## src/rtl/router_fsm.sv

```systemverilog
// Input-side packet controller for the 1x3 router: decodes the destination
// address and sequences the synchronizer and register block through a packet.
//
// state              | meaning
// -------------------+---------------------------------------------------------
// DECODE_ADDRESS     | idle; watch the header byte for a valid destination
// WAIT_TILL_EMPTY    | destination FIFO still draining; hold the source off
// LOAD_FIRST_DATA    | write the header byte into the destination FIFO
// LOAD_DATA          | write payload bytes until pkt_valid falls
// FIFO_FULL_STATE    | destination FIFO full; hold the current byte
// LOAD_AFTER_FULL    | write the byte that was held while full
// LOAD_PARITY        | write the parity byte
// CHECK_PARITY_ERROR | evaluate and clear the internal parity register
module router_fsm (
  input  logic       clk,
  input  logic       rst,
  input  logic       pkt_valid,
  input  logic [1:0] data_in,
  input  logic       fifo_full,
  input  logic       fifo_empty_0,
  input  logic       fifo_empty_1,
  input  logic       fifo_empty_2,
  input  logic       soft_reset_0,
  input  logic       soft_reset_1,
  input  logic       soft_reset_2,
  input  logic       parity_done,
  input  logic       low_pkt_valid,
  output logic       detect_add,
  output logic       write_enb_reg,
  output logic       lfd_state,
  output logic       ld_state,
  output logic       full_state,
  output logic       laf_state,
  output logic       rst_int_reg,
  output logic       busy
);

  typedef enum logic [2:0] {
    DECODE_ADDRESS     = 3'd0,
    LOAD_FIRST_DATA    = 3'd1,
    LOAD_DATA          = 3'd2,
    WAIT_TILL_EMPTY    = 3'd3,
    FIFO_FULL_STATE    = 3'd4,
    LOAD_AFTER_FULL    = 3'd5,
    LOAD_PARITY        = 3'd6,
    CHECK_PARITY_ERROR = 3'd7
  } state_e;

  state_e     state_q, state_d;
  logic [1:0] addr_q, addr_d;
  logic [1:0] port_idx;
  logic       addr_ok;
  logic       sel_empty;
  logic       sel_soft_reset;

  always_ff @(posedge clk or posedge rst) begin
    if (rst) begin
      state_q <= DECODE_ADDRESS;
      addr_q  <= 2'b00;
    end else begin
      state_q <= state_d;
      addr_q  <= addr_d;
    end
  end

  // The header byte is still on data_in while decoding; afterwards the
  // latched address selects the port.
  assign port_idx = (state_q == DECODE_ADDRESS) ? data_in : addr_q;
  assign addr_ok  = (data_in != 2'b11);

  always_comb begin
    sel_empty      = 1'b0;
    sel_soft_reset = 1'b0;
    case (port_idx)
      2'd0: begin
        sel_empty      = fifo_empty_0;
        sel_soft_reset = soft_reset_0;
      end
      2'd1: begin
        sel_empty      = fifo_empty_1;
        sel_soft_reset = soft_reset_1;
      end
      2'd2: begin
        sel_empty      = fifo_empty_2;
        sel_soft_reset = soft_reset_2;
      end
      default: begin
        sel_empty      = 1'b0;
        sel_soft_reset = 1'b0;
      end
    endcase
  end

  always_comb begin
    addr_d = addr_q;
    if (state_q == DECODE_ADDRESS && pkt_valid && addr_ok) begin
      addr_d = data_in;
    end
  end

  always_comb begin
    state_d = state_q;
    case (state_q)
      DECODE_ADDRESS: begin
        if (pkt_valid && addr_ok) begin
          state_d = sel_empty ? LOAD_FIRST_DATA : WAIT_TILL_EMPTY;
        end
      end
      WAIT_TILL_EMPTY: begin
        if (sel_empty) state_d = LOAD_FIRST_DATA;
      end
      LOAD_FIRST_DATA: state_d = LOAD_DATA;
      LOAD_DATA: begin
        if (fifo_full)       state_d = FIFO_FULL_STATE;
        else if (!pkt_valid) state_d = LOAD_PARITY;
      end
      FIFO_FULL_STATE: begin
        if (!fifo_full) state_d = LOAD_AFTER_FULL;
      end
      LOAD_AFTER_FULL: begin
        if (parity_done)        state_d = DECODE_ADDRESS;
        else if (low_pkt_valid) state_d = LOAD_PARITY;
        else                    state_d = LOAD_DATA;
      end
      LOAD_PARITY: state_d = CHECK_PARITY_ERROR;
      CHECK_PARITY_ERROR: begin
        state_d = fifo_full ? FIFO_FULL_STATE : DECODE_ADDRESS;
      end
      default: state_d = DECODE_ADDRESS;
    endcase

    // A read timeout on the active port abandons the packet from any state.
    if (state_q != DECODE_ADDRESS && sel_soft_reset) begin
      state_d = DECODE_ADDRESS;
    end
  end

  always_comb begin
    detect_add    = 1'b0;
    write_enb_reg = 1'b0;
    lfd_state     = 1'b0;
    ld_state      = 1'b0;
    full_state    = 1'b0;
    laf_state     = 1'b0;
    rst_int_reg   = 1'b0;
    busy          = 1'b0;
    case (state_q)
      DECODE_ADDRESS:  detect_add = 1'b1;
      WAIT_TILL_EMPTY: busy       = 1'b1;
      LOAD_FIRST_DATA: begin
        lfd_state     = 1'b1;
        busy          = 1'b1;
        write_enb_reg = 1'b1;
      end
      LOAD_DATA: begin
        ld_state      = 1'b1;
        write_enb_reg = 1'b1;
      end
      FIFO_FULL_STATE: begin
        full_state = 1'b1;
        busy       = 1'b1;
      end
      LOAD_AFTER_FULL: begin
        laf_state     = 1'b1;
        busy          = 1'b1;
        write_enb_reg = 1'b1;
      end
      LOAD_PARITY: begin
        busy          = 1'b1;
        write_enb_reg = 1'b1;
      end
      CHECK_PARITY_ERROR: begin
        rst_int_reg = 1'b1;
        busy        = 1'b1;
      end
      default: detect_add = 1'b1;
    endcase
  end

endmodule

```

## config.mk

```make
export PLATFORM = sky130hd
export DESIGN_NAME = router_fsm
export DESIGN_NICKNAME = d
export VERILOG_FILES = /design/src/rtl/router_fsm.sv
export SDC_FILE = /design/constraint.sdc
export NUM_CORES = 1
export LEC_CHECK = 0
export ABC_AREA = 1
export BUFFER_PORTS_ARGS = -buffer_cell sky130_fd_sc_hd__buf_2
export CAP_MARGIN = 5
export CORE_AREA = 5 5 42 44
export DETAILED_ROUTE_END_ITERATION = 12
export DIE_AREA = 0 0 47 49
export PLACE_DENSITY_LB_ADDON = 0.08
export SLEW_MARGIN = 20
export SYNTH_ARGS = -nofsm -noshare
export SYNTH_HDL_FRONTEND = slang
export SYNTH_SLANG_ARGS = --single-unit
export TNS_END_PERCENT = 30
```

## constraint.sdc

```tcl
create_clock -name clk -period 3 [get_ports clk]
set_input_delay 0.45 -clock clk [delete_from_list [all_inputs] [get_ports clk]]
set_output_delay 0.45 -clock clk [all_outputs]
set_load 0.1 [all_outputs]
```

Yosys cells after proc, flatten, opt, wreduce, memory -nomap -nowiden
Cells that the tools add are included.
W data, S select, Z words.
{ "classes": {"add_sub_neg": 0, "multipliers": 0, "div_mod_pow": 0, "order_cmp": 0, "n_eq_ne": 14, "shifts": 0, "mux": 22, "bitwise": 0, "n_reduce_logical": 10} }
{ "op_table": {"columns": ["op", "n"], "rows": [
  ["$mux W3", 9],
  ["$pmux W3 S8", 1],
  ["$eq A3 B3 Y1 const B", 4],
  ["$mux W1", 8],
  ["$eq A3 B2 Y1 const B", 2],
  ["$ne A3 B3 Y1 const B", 2],
  ["$pmux W1 S3", 2],
  ["$reduce_or A6 Y1", 1],
  ["$logic_and A1 B1 Y1", 4],
  ["$mux W2", 2],
  ["$ne A4 B4 Y1 const B", 1],
  ["$reduce_and A4 Y1", 1],
  ["$reduce_or A4 Y1", 1],
  ["$eq A3 B1 Y1 const B", 1],
  ["$logic_not A3 Y1", 1],
  ["$ne A3 B1 Y1 const B", 1],
  ["$reduce_bool A3 Y1", 1],
  ["$eq A2 B1 Y1 const B", 1],
  ["$eq A2 B2 Y1 const B", 1],
  ["$logic_not A2 Y1", 1],
  ["$ne A2 B2 Y1 const B", 1]
]} }
{ "totals": {"register_bits": 5, "latch_bits": 0, "ramBits": 0, "rom_bits": 0, "out_inout_bits": 8, "elab_cells": 48, "mem_count": 0} }

Depth between registers and ports, before layout
{ "logic_depth": {"word_depth": 8, "depth_mapped": 11, "ltp_nobuf": 11} }

Least setup slack after synthesis
OpenSTA, ideal clock, no wires.
{ "synth_timing": {"kind": "reg2reg", "startpoint": "reg state_q[0]", "endpoint": "reg state_q[1]", "arrival_ns": 2.462, "slack_ns": 0.419, "path_stages_with_launch": 11, "n_path_buf": 0, "cell_sequence": "dfrtp_1 > inv_1 > nand2_1 > nor2_1 > nand3_1 > o21ai_0 > inv_1 > nand2_1 > nand2_2 > nand3_1 > nand2_1"} }
{ "synth_via": {"elab_chain_len": 8} }
{ "synth_lines": {"columns": ["item", "line_no", "rtl"], "rows": [
  ["start, declared", "49", "state_e state_q, state_d;"],
  ["start signal, assigned", "61", "state_q <= state_d;"],
  ["$logic_not A3 Y1", "68, 103", null],
  ["$mux W2", "68", "assign port_idx = (state_q == DECODE_ADDRESS) ? data_in : addr_q;"],
  ["$eq A2 B2 Y1 (tied with other cells)", "74", "case (port_idx)"],
  ["$pmux W1 S3", "74", null],
  ["$mux W2", "106", "state_d = sel_empty ? LOAD_FIRST_DATA : WAIT_TILL_EMPTY;"],
  ["$mux W3", "105", "if (pkt_valid && addr_ok) begin"],
  ["$pmux W3 S8", "103", "case (state_q)"],
  ["$mux W3", "133", "if (state_q != DECODE_ADDRESS && sel_soft_reset) begin"]
]} }
Several ways; a longest one is shown, not always the timed one. The select of a mux whose other input is x is not followed.
A chain may end at the register's enable or synchronous reset.

Final worst setup path
{ "layout_timing": {"startpoint": "reg state_q[2]", "endpoint": "out detect_add"} }
{ "layout_via": {"elab_chain_len": 2} }
{ "layout_lines": {"columns": ["item", "line_no", "rtl"], "rows": [
  ["$logic_not A3 Y1", "147", "case (state_q)"],
  ["$mux W1", "147", null],
  ["end, declared", "28", "output logic detect_add,"]
]} }
Every way passes these cells.

==> impl_metrics.tcl <==
set metrics [dict create \
    nets 129 \
    cts_setup_buffers 0 \
    critical_path_arrival_ps 1530 \
    die_x_um 47 \
    core_area_um2 1400 \
    htree_levels 1 \
    synth_cells 90 \
    grt_pass1_vias 498 \
    worstPathRequired_ps 2550 \
    dieHeight_um 49 \
    vias_per_cell 4.61 \
    top_layer "met3" \
    root_buffer "clkbuf_4" \
    grt-ovfl-total 0 \
    ys_seq_area_share_pct 23.5 \
    max_cap_viol_count 0 \
    drtIter0Drc 19 \
    rows 14 \
    start_kind "flop" \
    synth_area_per_cell_um2 5.92 \
    dp_hpwl_um 1050 \
    finish.instance_area_um2 673 \
    cts_tree "yes" \
    synth_xor_area_share_pct 0 \
    routed_wirelength_um 1250 \
    timing.rr.start "state_q[2]" \
    synth_top_family_by_area "simple AND/OR/NAND/NOR gates" \
    slew_headroom_pct 67.9 \
    endpoint_kind "primary output" \
    reg2reg_depth 10 \
    cts_sinks 5 \
    hold_path.class "primary input to asynchronous set/reset pin" \
    worst_slew_pin_slew_ps 485 \
    final_cell_mix "25 x nand2_1, 21 x buf_2, 15 x nand3_1" \
    vias 599 \
    synth_area_um2 533 \
    hold_buffers 0 \
    synth_cell_types 16 \
    antenna_cells 0 \
    syn-num-nets 104 \
    path_class "flop to primary output" \
    postLayoutCoreUtil_pct 48.0 \
    cts_buffer_depth 2 \
    synth_compound_area_share_pct 7.28 \
    first_pass_iters 4 \
    whs_ps 92.6 \
    ys_ff_latch 5 \
    antenna_found_initial 0 \
    io_pins 22 \
    synth_fa_ha_area_share_pct 0 \
    cts.repair.resized 0 \
    synthMuxAreaShare_pct 0 \
    postRouteAntennaNets 0 \
    cts-buffers-inserted 3 \
    critPathMaxStageDelay_ps 440 \
    clock_latency_ps 240 \
    initial_core_util_pct 38.0 \
    path_clk_slew_ps 40 \
    cpMaxStageDelayCell "buf_2" \
    final_max_slew_viol_count 0 \
    grt_use_total_pct 11.0 \
    wl_met3_um 83 \
    fin_skew_ps 2.32 \
    port_buffers 21 \
    setup_viol 0 \
    fin_setup_tns_ps 0 \
    yosysWarnings 0 \
    m1WireLength_um 563 \
    drc 0 \
    fin_crit_ps 1980 \
    grt_setup_unrepaired "false" \
    crit_start "state_q[2]" \
    dpl_cell_area_um2 647 \
    crit_end "detect_add" \
    crit_fanout 12 \
    min_period_over_period_pct 66.0 \
    cp_cell_sequence "inv_2, nand2_4, inv_1, buf_2" \
    layout-drive-gt1-share_pct 32.5 \
    route.met2.wl_um 606 \
    grt_max_degree 13 \
    synth-simple-area-share_pct 55.9 \
    grt_pass1_wl_um 1900 \
    gp_congestion 0.786 \
    r2r_end "state_q[1]" \
    fmax_ghz 0.505 \
    wire_per_inst_um 9.64 \
    areaGrowthSynthToFinish_pct 26.3 \
    final-hold-violation-count 0 \
    r2r_slack_ps 1480 \
    layout_commonest_cell "nand2_1" \
    status "finished clean" \
    dieArea_um2 2300 \
]
==> how the worst min path moves through the flow <==
stage | from | end | slack, ps | cells after the start
final | rst | state_q[0] | 90 | 2
after floorplan | rst | addr_q[0] | 230 | 1
after CTS | rst | state_q[0] | 90 | 2
after global routing | rst | state_q[0] | 110 | 2
after global placement | rst | state_q[0] | 350 | 2
after detailed placement | rst | addr_q[0] | 350 | 2
==> per-layer routing <==
metal / vias up / global-route usage, %
li1: 334 / -
met5: - / 0
met4: 0 / 7.83
met3: 0 / 1.48
met1: 251 / 14.5
met2: 14 / 15.8
==> synthesized netlist by cell type <==
cell / number / area (um^2)
dfrtp_1: 5 / 125
nand3_2: 2 / 20.0
nand3_1: 15 / 75.1
nand2_1: 25 / 93.8
nand4_1: 2 / 12.5
o21ai_0: 5 / 25.0
nor2_2: 2 / 12.5
o2111ai_1: 1 / 8.76
a21oi_1: 1 / 5.00
nor2_1: 8 / 30.0
buf_6: 1 / 11.3
inv_2: 2 / 7.51
nand2_4: 1 / 11.3
inv_1: 14 / 52.6
nor2_4: 1 / 11.3
nand2_2: 5 / 31.3
==> cell type report <==
class / count / area, um^2
multi-input cells: 68 / 337
repair buffers: 21 / 105
clock buffers: 4 / 26.3
fillers: 168 / 728
inverters: 16 / 60.1
well taps: 16 / 20.0
flip-flops and latches: 5 / 125
==> registers in the layout, indices dropped and copies added, names as in the netlist <==
name,cells
state_q,3
addr_q,2
==> metrics by stage <==
stage	setup slack, ps	std cells
floorplan	419	90
global placement	1220	126
detailed placement	1270	126
CTS	1000	130
global route	914	130
finish	1020	130
==> critical path, delay by kind of cell, from the launching register on <==
family	cells	cell delay, ps
buffers and inverters	3	760
flip-flops	1	420
AND/OR/NAND/NOR	1	110
==> cell families after synthesis <==
| group | Yosys count |
|---|---|
| and+or+nand+nor | 61 |
| buffers and inverters | 17 |
| AOI/OAI and AO/OA | 7 |
| DFF | 5 |
Power is not shown: default switching activity piles up to over one toggle a cycle in this logic, so the estimate is an artifact.
